`config.mk`:
```
export PLATFORM = sky130hd
export DESIGN_NAME = lab_subtraction_serial
export DESIGN_NICKNAME = d
export VERILOG_FILES = /design/src/rtl/lab_subtraction_serial.sv
export SDC_FILE = /design/constraint.sdc
export NUM_CORES = 1
export LEC_CHECK = 0
export ABC_AREA = 1
export CAP_MARGIN = 10
export CORE_MARGIN = 4
export CORE_UTILIZATION = 30
export DETAILED_ROUTE_END_ITERATION = 12
export PLACE_DENSITY = 0.55
export REMOVE_ABC_BUFFERS = 1
export SLEW_MARGIN = 40
export SYNTH_ARGS = -nofsm -noshare
export SYNTH_HDL_FRONTEND = slang
export SYNTH_SLANG_ARGS = --single-unit
```
`constraint.sdc`:
```
create_clock -name clk -period 1.4 [get_ports clk]
set_input_delay 0.14 -clock clk [delete_from_list [all_inputs] [get_ports clk]]
set_output_delay 0.14 -clock clk [all_outputs]
set_load 0.005 [all_outputs]
```
`src/rtl/lab_subtraction_serial.sv`:
```
// lab_subtraction_serial
//   Bit-serial subtractor for the board lab. On a rising edge of start the
//   switch operands are captured and difference = minuend - subtrahend is
//   produced LSB-first, one bit per clock, through a single full-subtractor
//   cell and a borrow flip-flop. The result and the final borrow are shown
//   on LEDs, together with busy/done indicators.
//
// Ports
//   clk            system clock
//   rst_n          asynchronous active-low reset
//   minuend        switch operand A, sampled only at the capture edge
//   subtrahend     switch operand B, sampled only at the capture edge
//   start          debounced pushbutton level; a rising edge starts an operation
//   minuend_led    live echo of the minuend switches
//   subtrahend_led live echo of the subtrahend switches
//   diff_led       registered (A - B) mod 2^WIDTH
//   borrow_led     registered final borrow (A < B, unsigned)
//   busy_led       high while bits are being shifted
//   done_led       high once a result is available, until the next start
module lab_subtraction_serial #(
  parameter int WIDTH = 4
) (
  input  logic             clk,
  input  logic             rst_n,
  input  logic [WIDTH-1:0] minuend,
  input  logic [WIDTH-1:0] subtrahend,
  input  logic             start,
  output logic [WIDTH-1:0] minuend_led,
  output logic [WIDTH-1:0] subtrahend_led,
  output logic [WIDTH-1:0] diff_led,
  output logic             borrow_led,
  output logic             busy_led,
  output logic             done_led
);

  localparam int CNT_W = (WIDTH > 2) ? $clog2(WIDTH) : 1;
  localparam logic [CNT_W-1:0] LAST_BIT = CNT_W'(WIDTH - 1);

  typedef enum logic [1:0] {
    IDLE  = 2'd0,
    SHIFT = 2'd1,
    DONE  = 2'd2
  } state_t;

  state_t           state;
  logic             start_q;
  logic             start_pulse;
  logic [WIDTH-1:0] a_sh;
  logic [WIDTH-1:0] b_sh;
  logic [WIDTH-1:0] d_sh;
  logic             br;
  logic [CNT_W-1:0] cnt;
  logic             d_bit;
  logic             br_next;
  logic [WIDTH-1:0] d_next;

  function automatic logic fs_diff(input logic a, input logic b, input logic bin);
    return a ^ b ^ bin;
  endfunction

  function automatic logic fs_borrow(input logic a, input logic b, input logic bin);
    return (~a & b) | (~(a ^ b) & bin);
  endfunction

  // Switch echoes are purely combinational so they follow the switches even in reset.
  assign minuend_led    = minuend;
  assign subtrahend_led = subtrahend;

  assign start_pulse = start & ~start_q;

  always_comb begin
    d_bit   = fs_diff(a_sh[0], b_sh[0], br);
    br_next = fs_borrow(a_sh[0], b_sh[0], br);
    // New bit enters at the MSB; after WIDTH shifts the first bit sits at bit 0.
    d_next  = {d_bit, d_sh[WIDTH-1:1]};
  end

  always_ff @(posedge clk or negedge rst_n) begin
    if (!rst_n) begin
      state      <= IDLE;
      start_q    <= 1'b0;
      a_sh       <= '0;
      b_sh       <= '0;
      d_sh       <= '0;
      br         <= 1'b0;
      cnt        <= '0;
      diff_led   <= '0;
      borrow_led <= 1'b0;
      busy_led   <= 1'b0;
      done_led   <= 1'b0;
    end else begin
      start_q <= start;
      case (state)
        IDLE, DONE: begin
          if (start_pulse) begin
            a_sh     <= minuend;
            b_sh     <= subtrahend;
            d_sh     <= '0;
            br       <= 1'b0;
            cnt      <= '0;
            busy_led <= 1'b1;
            done_led <= 1'b0;
            state    <= SHIFT;
          end
        end
        SHIFT: begin
          // start pulses are deliberately ignored here: no restart, no queuing.
          a_sh <= a_sh >> 1;
          b_sh <= b_sh >> 1;
          d_sh <= d_next;
          br   <= br_next;
          cnt  <= cnt + 1'b1;
          if (cnt == LAST_BIT) begin
            diff_led   <= d_next;
            borrow_led <= br_next;
            busy_led   <= 1'b0;
            done_led   <= 1'b1;
            state      <= DONE;
          end
        end
        default: begin
          busy_led <= 1'b0;
          done_led <= 1'b0;
          state    <= IDLE;
        end
      endcase
    end
  end

endmodule

```
==> results.cfg <==
[outcome]
status = finished clean

[layout]
final_core_util_pct = 39.9
fin_area_mm2 = 0.00149
layout-drive-gt1-share_pct = 14.3
syn2layout_area_growth_pct = 26.0
diodes = 0
fin_nets = 168

[global_routing]
antenna_found_initial = 0
first_global_vias = 910
grt_pass1_wl_mm = 4.03
grt_overflow = 0
grt_start_max_net_pins = 25
grt_use_total_pct = 10.1

[setup_path]
cpMaxStageDelayCell = clkdlybuf4s50_1
cp.buffers_inverters = 2
critical-path-max-stage-delay_ps = 520
critPathMaxFanout = 2
endpoint_kind = output port
cp_cell_sequence = clkdlybuf4s50_1 > clkdlybuf4s50_1
path_class = primary input to output port
arrival_ps = 1150
critPathTopFamily = buffers and inverters
start_kind = primary input
path_common_cell = clkdlybuf4s50_1
required_ps = 1260

[yosys]
yosysMostFrequentCell = nand2_1
ys_seq_area_share_pct = 50.7
yosysWarnings = 0
ys_types = 17
synth_top_area_cell = dfrtp_1
synth_top_area_share_pct = 50.7
syn_area_mm2 = 0.00118
synthTopCellsByArea = dfrtp_1 51%, nand2_1 16%, nand3_1 10%
avgSynthCellArea_um2 = 8.91
synthCells = 133
synth-seq-cells = 24
synthTopCellsByCount = 49 x nand2_1, 24 x dfrtp_1, 24 x nand3_1
synth_flop_cell = dfrtp_1
synth_edf_count = 0
async_reset_ff_share_pct = 100

[sta]
slew_violations = 0
finalHoldViolCount = 0
setup_viol_count_final = 0
slew_headroom_pct = 79.1
clock.fmax_mhz = 775
rsz0062_at_grt = no
timing.hold.ws_ps = 228
worstMarginPinSlew_ps = 313
period_share_pct = 92.2
min_period_ps = 1290
skew_ps = 2.68
timing.setup.tns_ps = 0

[routing]
vias = 881
antenna_left = 0
first_iter_violations = 29
wl_per_cell_um = 11.4
vias_per_cell = 4.36
first_pass_iters = 4
drc_errors = 0
drt-total-wl_mm = 2.30

[power_and_ir_drop]
p_per_area_mw_per_mm2 = 2090
total_leakage_power_nw = 0.755
vdd.ir_drop.worst_mv = 0.915

[floorplanning]
die-area_mm2 = 0.00502
die_x_um = 70.8
initial_utilization_pct = 31.7
rows = 22
io_pins = 26
die_h_um = 70.8
fp.coreArea_mm2 = 0.00374

[clock_tree]
cts_setup_buffers = 0
cts_buffer_depth = 2
cts_resized = 0
clkSinkCount = 24
path_clk_slew_ps = 80
cts_hold_buffers = 0
cts-buffers-inserted = 3
root_buffer = clkbuf_8
clk_latency_ps = 260
cts_tree = done
htree_levels = 1

[placement]
globalplace.congestion = 0.731
hpwl_mm = 1.68
placed_area_mm2 = 0.00142
port_buffers = 25

[worst_hold_path]
hp-class = primary input to asynchronous set/reset pin

[job]
maxCapViolations = 0
state kept, by name, indices dropped and copies added, names as in the netlist:
| signal | count |
|---|---|
| d_sh | 3 |
| br | 1 |
| b_sh | 4 |
| start_q | 1 |
| busy_led | 1 |
| done_led | 1 |
| borrow_led | 1 |
| a_sh | 4 |
| state | 2 |
| cnt | 2 |
| diff_led | 4 |
power by group:
group          switching (W)  internal [W]
Clock               0.000217      0.000382
Combinational       0.000752      0.000589
Sequential          0.000198      0.000986
Total                0.00117       0.00196
cells in the final DEF (no fill, tap or decap):
cell type | netlist | routed
nand3_2 | 1 | 1
inv_1 | 5 | 5
nand2_1 | 49 | 49
nand2_2 | 7 | 7
or2_2 | 2 | 2
clkdlybuf4s50_1 | 0 | 25
buf_4 | 9 | 4
nand3_1 | 24 | 24
fa_1 | 1 | 1
inv_4 | 2 | 2
bufinv_16 | 0 | 1
dfrtp_1 | 24 | 24
o21ai_0 | 3 | 3
nand2_4 | 1 | 1
clkbuf_8 | 0 | 3
nor2_8 | 1 | 1
ha_1 | 1 | 1
cell type report:
class	count	area, um2
Fill cell	399	2250
Multi-Input combinational cell	90	449
Timing Repair Buffer	29	280
Clock buffer	3	41.3
Inverter	7	31.3
Clock inverter	1	30.0
Sequential cell	24	601
Tap cell	48	60.1
per-stage QoR:
stage	instances	worst slack, ps	total power (W)
6_report	202	109	0.00312
5_1_grt	202	7.80	0.00345
4_1_cts	202	106	0.00319
3_5_place_dp	198	106	0.00256
3_3_place_gp	198	119	0.00252
2_1_floorplan	121	196	0.00204
per-layer routing:
metal / wire length [um] / part of all wire, % / vias up / global-route usage [%]
met4: 36 / 1.6 / 0 / 3.13
li1: - / - / 454 / -
met3: 102 / 4.4 / 4 / 3.55
met5: 0 / 0 / - / 0
met1: 1150 / 50 / 406 / 13.2
met2: 1010 / 44 / 17 / 15.7
path summary, 6_finish.rpt:
kind	start	endpoint	slack [ps]	depth (start not counted)
setup / recovery	subtrahend[2]	subtrahend_led[2]	110	2
hold / removal	rst_n	cnt[0]	230	2
setup reg to reg	a_sh[0]	br	110	3
hold reg to reg	done_led	done_led	470	2
max in group asynchronous	rst_n	cnt[1]	940	2
min in group clk	start	start_q	380	1
cells by family after synthesis:
group / count (synthesis) / synth area share, %
flops: 24 / 50.7
fa+ha+maj: 2 / 2.75
buf+inv: 19 / 11.4
simple gates: 85 / 33.9
compound gates: 3 / 1.27
Note: power is estimated with default switching activity, not from simulation.
